<file path="config.mk">
export PLATFORM = sky130hd
export DESIGN_NAME = gates_selftest
export DESIGN_NICKNAME = d
export VERILOG_FILES = /design/src/rtl/gates_selftest.sv
export SDC_FILE = /design/constraint.sdc
export NUM_CORES = 1
export LEC_CHECK = 0
export CORE_MARGIN = 1.5
export CORE_UTILIZATION = 40
export CTS_CLUSTER_DIAMETER = 200
export CTS_CLUSTER_SIZE = 28
export DETAILED_ROUTE_END_ITERATION = 16
export GPL_TIMING_DRIVEN = 0
export PLACE_DENSITY = 0.64
export SETUP_SLACK_MARGIN = 0.15
export SKIP_CTS_REPAIR_TIMING = 1
export SLEW_MARGIN = 20
export SYNTH_ARGS = -nofsm -noshare
export SYNTH_HDL_FRONTEND = slang
export SYNTH_SLANG_ARGS = --single-unit
</file>
<file path="constraint.sdc">
create_clock -name clk -period 1.9 [get_ports clk]
set_clock_uncertainty 0.15 [all_clocks]
set_input_delay 0.19 -clock clk [delete_from_list [all_inputs] [get_ports clk]]
set_output_delay 0.19 -clock clk [all_outputs]
set_load 0.02 [all_outputs]
</file>
<file path="src/rtl/gates_selftest.sv">
// Self-test sequencer for the MUX-based gate block. It sweeps {a,b} through 00..11,
// waits for the outputs to settle, checks AND/OR/NOT and records any mismatches.
module gates_selftest #(
   parameter int unsigned SETTLE_CYCLES = 2,
   parameter int unsigned LOOPS         = 1,
   parameter int unsigned ERR_W         = 8
) (
   input  logic             clk,
   input  logic             rst_n,
   input  logic             start,
   output logic             a,
   output logic             b,
   input  logic             and_op,
   input  logic             or_op,
   input  logic             not_op,
   output logic             busy,
   output logic             done,
   output logic             pass,
   output logic [ERR_W-1:0] err_count,
   output logic [3:0]       fail_vec
);

   typedef enum logic [2:0] {IDLE, DRIVE, SETTLE, CHECK, DONE} state_t;

   localparam logic [7:0]       SETTLE_INIT = 8'(SETTLE_CYCLES);
   localparam logic [7:0]       LOOPS_LIM   = 8'(LOOPS);
   localparam logic [ERR_W-1:0] ERR_MAX     = '1;
   localparam logic [ERR_W-1:0] ERR_ONE     = ERR_W'(1);

   state_t     state, state_next;
   logic [1:0] idx;
   logic [7:0] settle_cnt;
   logic [7:0] loop_cnt;
   logic [7:0] loop_inc;
   logic       accept;
   logic       last_check;
   logic       mismatch;
   logic       busy_next, done_next, pass_next;

   assign accept     = start && (state == IDLE || state == DONE);
   assign loop_inc   = loop_cnt + 8'd1;
   assign last_check = (idx == 2'd3) && (loop_inc >= LOOPS_LIM);
   // Several wrong outputs in one sample still count as a single error.
   assign mismatch   = (and_op != (a & b)) || (or_op != (a | b)) || (not_op != ~a);

   // NOTE: reset is synchronous, so it is only sampled inside the clocked block.
   always_ff @(posedge clk) begin
      if (!rst_n) state <= IDLE;
      else        state <= state_next;
   end

   always_comb begin
      state_next = state;
      case (state)
         IDLE:    if (start) state_next = DRIVE;
         DRIVE:   state_next = SETTLE;
         SETTLE:  if (settle_cnt <= 8'd1) state_next = CHECK;
         CHECK:   state_next = last_check ? DONE : DRIVE;
         DONE:    if (start) state_next = DRIVE;
         default: state_next = IDLE;
      endcase
   end

   // Status flags are registered from the current state, so they lag it by one cycle.
   always_comb begin
      busy_next = (state == DRIVE) || (state == SETTLE) || (state == CHECK);
      done_next = (state == DONE);
      pass_next = (state == DONE) && (err_count == '0);
   end

   // NOTE: all sequential state uses non-blocking assignments so every register
   // samples pre-edge values, regardless of statement order.
   always_ff @(posedge clk) begin
      if (!rst_n) begin
         a          <= 1'b0;
         b          <= 1'b0;
         busy       <= 1'b0;
         done       <= 1'b0;
         pass       <= 1'b0;
         err_count  <= '0;
         fail_vec   <= '0;
         idx        <= '0;
         settle_cnt <= '0;
         loop_cnt   <= '0;
      end else begin
         busy <= busy_next;
         done <= done_next;
         pass <= pass_next;
         if (accept) begin
            err_count <= '0;
            fail_vec  <= '0;
            idx       <= '0;
            loop_cnt  <= '0;
         end else begin
            case (state)
               DRIVE: begin
                  a          <= idx[1];
                  b          <= idx[0];
                  settle_cnt <= SETTLE_INIT;
               end
               SETTLE: settle_cnt <= settle_cnt - 8'd1;
               CHECK: begin
                  if (mismatch) begin
                     if (err_count != ERR_MAX) err_count <= err_count + ERR_ONE;
                     fail_vec[idx] <= 1'b1;
                  end
                  idx <= idx + 2'd1;
                  if (idx == 2'd3) loop_cnt <= loop_inc;
               end
               default: ;
            endcase
         end
      end
   end

endmodule

</file>
Word level (Yosys, flattened, before mapping)
Index checks and enable logic that the tools add are counted.
{"block": "word_totals", "elab_cells": 63, "reg_bits": 38, "out_inout_bits": 17, "inputBits": 6}
{"block": "op_classes", "bitwise_logic": 6, "muxes": 7, "magnitude_cmp": 4, "n_reduce_logical": 20, "addsub": 4, "n_eq_ne": 11}
{"cell": "8-bit by 1-bit adder with 8-bit output, second input constant", "n": 2}
{"cell": "8-bit one-hot mux with 2 select lines", "n": 1}
{"cell": "3-bit one-hot mux with 4 select lines", "n": 1}
{"cell": "2-bit AND reduction", "n": 5}
{"cell": "3-bit two-way mux", "n": 3}
{"cell": "8-bit by 1-bit greater-or-equal comparator with 1-bit output, second input constant", "n": 1}
{"cell": "8-bit by 1-bit less-or-equal comparator with 1-bit output, second input constant", "n": 1}
{"cell": "8-bit logical NOT", "n": 1}
{"cell": "8-bit != test, second input constant", "n": 1}
{"cell": "8-bit by 1-bit subtractor with 8-bit output, second input constant", "n": 1}
{"cell": "3-bit by 2-bit equality test with 1-bit output, second input constant", "n": 2}
{"cell": "1-bit logical OR", "n": 5}
{"cell": "1-bit logical AND", "n": 4}
{"cell": "4-bit bitwise OR", "n": 1}
{"cell": "2-bit OR reduction", "n": 2}
{"cell": "3-bit by 1-bit equality test with 1-bit output, second input constant", "n": 1}
{"cell": "3-bit equality test, second input constant", "n": 1}
{"cell": "3-bit logical NOT", "n": 1}
{"cell": "2-bit by 3-bit less-than comparator with 1-bit output, second input constant", "n": 1}
{"cell": "1-bit != test", "n": 3}
{"cell": "1-bit inverter", "n": 3}
{"cell": "3-bit AND reduction", "n": 1}
{"cell": "2-bit by 1-bit adder with 2-bit output, second input constant", "n": 1}
{"cell": "1-bit demux with 2-bit select", "n": 1}
{"cell": "other kinds (8)", "n": 8}

Depth between registers and ports, before layout
{"block": "depth", "word_depth": 5, "depth_mapped": 7, "mapped_depth_nobuf": 7}

Worst setup path after synthesis
Ideal clock, no wire load.
{"block": "synth_path", "path_type": "reg2reg", "start": "register b", "end": "register err_count[2]", "n_path_buf": 1, "period_less_slack_ns": 1.827, "arrival_ns": 1.560, "setup_ns": 0.116, "path_slack_ns": 0.073, "stages_incl_launch_ff": 6, "required_time_ns": 1.634, "cell_sequence": "dfxtp_1 > or4b_4 > a21oi_4 > nor3_4 > buf_6 > a41o_1"}
{"block": "synth_between", "elab_chain_cells": 5, "elab_cells_between_ends": 7, "classes_between": "eq/ne (2); bitwise (2); reduce/logical (3)"}
{"element": "start: declaration", "line_no": "12", "source": "output logic b,"}
{"element": "start signal: assignment", "line_no": "98", "source": "b <= idx[0];"}
{"element": "1-bit bitwise AND / 1-bit bitwise OR (equally long branches)", "line_no": "44", "source": "assign mismatch = (and_op != (a & b)) || (or_op != (a | b)) || (not_op != ~a);"}
{"element": "1-bit != test", "line_no": "44"}
{"element": "1-bit logical OR (*) (2 in a row)", "line_no": "44"}
{"element": "3-bit AND reduction (no line) (*)"}
{"element": "end signal: assignment", "line_no": "104", "source": "if (err_count != ERR_MAX) err_count <= err_count + ERR_ONE;"}
{"element": "end: declaration", "line_no": "19", "source": "output logic [ERR_W-1:0] err_count,"}
Every way passes the cells marked *; elsewhere a longest branch is shown, timed or not.
A chain may end at the register's enable or synchronous reset.

Final worst setup path
{"block": "layout_path", "start": "register loop_cnt[5]", "end": "register state[2]"}
{"block": "layout_between", "elab_chain_cells": 5}
{"element": "start: declaration", "line_no": "33", "source": "logic [7:0] loop_cnt;"}
{"element": "start signal: assignment", "line_no": "108", "source": "if (idx == 2'd3) loop_cnt <= loop_inc;"}
{"element": "8-bit by 1-bit adder with 8-bit output", "line_no": "41", "source": "assign loop_inc = loop_cnt + 8'd1;"}
{"element": "8-bit by 1-bit greater-or-equal comparator with 1-bit output", "line_no": "42", "source": "assign last_check = (idx == 2'd3) && (loop_inc >= LOOPS_LIM);"}
{"element": "1-bit logical AND", "line_no": "42"}
{"element": "3-bit two-way mux", "line_no": "58", "source": "CHECK: state_next = last_check ? DONE : DRIVE;"}
{"element": "3-bit one-hot mux with 4 select lines", "line_no": "54", "source": "case (state)"}
{"element": "end signal: assignment", "line_no": "49", "source": "else state <= state_next;"}
{"element": "end: declaration", "line_no": "30", "source": "state_t state, state_next;"}
No other way between the ends.

==> flow_summary.json <==
{
  "yosysMostFrequentCell": "dfxtp_1",
  "synth_top_cell_by_area": "dfxtp_1",
  "p_switching_uw": 759,
  "core_area_um2": 4820,
  "finalCriticalPeriod_ns": 1.82,
  "synth_mux_area_frac": 0.0148,
  "setup_ws_ns": 0.0807,
  "synthCells": 232,
  "cp.arrival_ns": 1.85,
  "maxCapViolCount": 0,
  "start_kind": "register",
  "critPathCaptureType": "register",
  "synth_area_leaders": "dfxtp_1, ha_1, nor2_1",
  "diodes": 0,
  "synth_compound_area_frac": 0.189,
  "netlist.area_leader.share": 0.374,
  "synthAdderAreaFrac": 0.0615,
  "instances_no_fill": 342,
  "synth_cell_type_count": 57,
  "initial_core_util": 0.423,
  "final_util": 0.551,
  "seq_power_share": 0.408,
  "outcome": "finished clean",
  "antenna_found_initial": 0,
  "pre_cts_ws_ns": -0.218,
  "nNetsFinal": 290,
  "criticalPathCategory": "register to register",
  "async_flop_share": 0,
  "routed.top_layer": "met4",
  "pin_count": 23,
  "grt_pass1_wl_um": 7220,
  "synthXorXnorAreaFrac": 0.0387,
  "p_clk_frac": 0.255,
  "placed_cells": 321,
  "cts_num_sinks": 38,
  "power.share.switching": 0.334,
  "synth-simple-area-share": 0.270,
  "area_growth_pct": 30.4,
  "grt_max_degree": 12,
  "synth-edff-count": 0,
  "vias_per_cell": 5.28,
  "h-tree-depth": 2,
  "cts_made_buffers": 5,
  "die_h_um": 74.3,
  "finalPower_uw": 2270,
  "intPower_uw": 1510,
  "vias": 1805,
  "yosys_warnings": 0,
  "root_buffer": "clkbuf_8",
  "die_x_um": 74.3,
  "detail_route.wl_per_cell_um": 13.6,
  "ys.flop_type": "dfxtp_1",
  "ant_nets": 0,
  "clk_pin_slew_ns": 0.08,
  "clk_latency_ns": 0.29,
  "die-area_um2": 5530,
  "gr-total-overflow": 0,
  "setup_viol": 0,
  "fin_crit_sh": 0.958,
  "routed-wl-met3_um": 244,
  "dp_hpwl_um": 3050,
  "drt-met1-wl_um": 2330,
  "netlist_area_um2": 2040,
  "worstPathMaxFanout": 3,
  "syn_avg_cell_area_um2": 8.77,
  "clockBufferDepth": 2,
  "grt_pass1_vias": 1544,
  "synth.ff_latch_count": 38,
  "synth_nets": 248,
  "wl_met2_um": 2010,
  "synth_top_family_by_area": "simple AND/OR/NAND/NOR gates",
  "worstPathRequired_ns": 1.93,
  "place_congestion": 0.794,
  "rsz0062_at_grt": "yes",
  "hold_slack_ns": 0.321,
  "leakage_uw": 0.00102,
  "yosysSeqAreaShare": 0.374,
  "worstHoldPathType": "register to register",
  "layout-drive-gt1-share": 0.233,
  "drtIter0Drc": 100,
  "slew_violations": 0,
  "reg2reg_slack_ns": 0.08,
  "dr.pass1.iters": 4,
  "hold_violations": 0,
  "rows": 25,
  "timing.fmax_mhz": 550,
  "drc": 0,
  "maxSlewHeadroom": 0.642,
  "grt.total_usage": 0.170,
  "synth_common_cells": "dfxtp_1, nor2_1, inv_1, nand2_1, a21oi_1",
  "ir_worst_vdd_v": 0.000360,
  "powerDensity_nw_per_um2": 856,
  "combPwrFrac": 0.337,
  "totalWireLength_um": 4650,
  "tightest_slew_ns": 0.537,
  "cts_tree": "done",
  "port_buffers": 22
}
-- cells in the final DEF, fill, tap and decap left out, types with 3 or more instances in the layout --
| master | count |
|---|---|
| nor2_1 | 28 |
| dfxtp_1 | 27 |
| clkdlybuf4s50_1 | 20 |
| buf_4 | 15 |
| inv_1 | 13 |
| nand2_1 | 12 |
| dfxtp_2 | 9 |
| a21oi_1 | 8 |
| o21ai_0 | 8 |
| ha_1 | 8 |
| nand4_1 | 6 |
| nand3_1 | 6 |
| and2_1 | 6 |
| clkbuf_8 | 6 |
| xor2_1 | 5 |
| and3_1 | 4 |
| clkbuf_1 | 4 |
| nor2b_1 | 4 |
| a31o_1 | 4 |
| xnor2_1 | 4 |
| a21oi_2 | 4 |
| buf_6 | 3 |
| a211oi_2 | 3 |
| o22ai_1 | 3 |
| mux2i_1 | 3 |
| nand2b_1 | 3 |
| nor3_1 | 3 |
| o21a_1 | 3 |
-- final timing paths --
check                            startpoint          end  cells past startpoint
worst min register to register  fail_vec[3]  fail_vec[3]                      1
worst max register to register  loop_cnt[5]     state[2]                      4
worst min-delay path            fail_vec[3]  fail_vec[3]                      1
worst max-delay path            loop_cnt[5]     state[2]                      4
-- power by group through the flow --
stage	Clock (uW)	Combinational, uW	Sequential, uW
global placement	0	635	935
CTS	597	645	917
detailed placement	0	641	935
finish	578	767	927
floorplan	0	485	930
global route	631	848	938
-- critical path: stages, from the launching register on --
cell      delay, ns
dfxtp_2        0.33
or4_1          0.51
or3_1          0.33
a211oi_2       0.26
o22ai_1        0.12
-- state kept, by name (all words and copies together), names as in the netlist --
register,count
err_count,8
loop_cnt,8
settle_cnt,8
fail_vec,4
state,3
idx,2
a,1
b,1
busy,1
done,1
pass,1
-- final cells by class --
| type | instances | area [um^2] |
|---|---|---|
| clock inverter | 1 | 5.00 |
| tap | 67 | 83.8 |
| multi-input combinational | 170 | 1250 |
| timing repair buffer | 35 | 328 |
| clock buffer | 7 | 86.3 |
| fill | 469 | 2160 |
| sequential | 38 | 779 |
| inverter | 13 | 48.8 |
| buffer | 11 | 75.1 |
-- metrics by stage --
stage | area (um^2) | setup TNS [ns]
after floorplan | 2050 | 0
after detailed placement | 2350 | -3.42
after global routing | 2650 | 0
final | 2650 | 0
after CTS | 2440 | -0.0886
after global placement | 2350 | -3.50
-- kinds of logic after synthesis --
| group | Yosys count |
|---|---|
| simple gates | 96 |
| mux | 3 |
| flops | 38 |
| xor+xnor | 9 |
| compound gates | 52 |
| buf+inv | 24 |
| fa+ha+maj | 10 |
-- per-layer routing --
layer | global-route usage | vias up
li1 | - | 914
met3 | 0.0447 | 7
met2 | 0.256 | 53
met4 | 0.0626 | 0
met1 | 0.234 | 831
met5 | 0 | -
(Power assumes the default switching activity.)
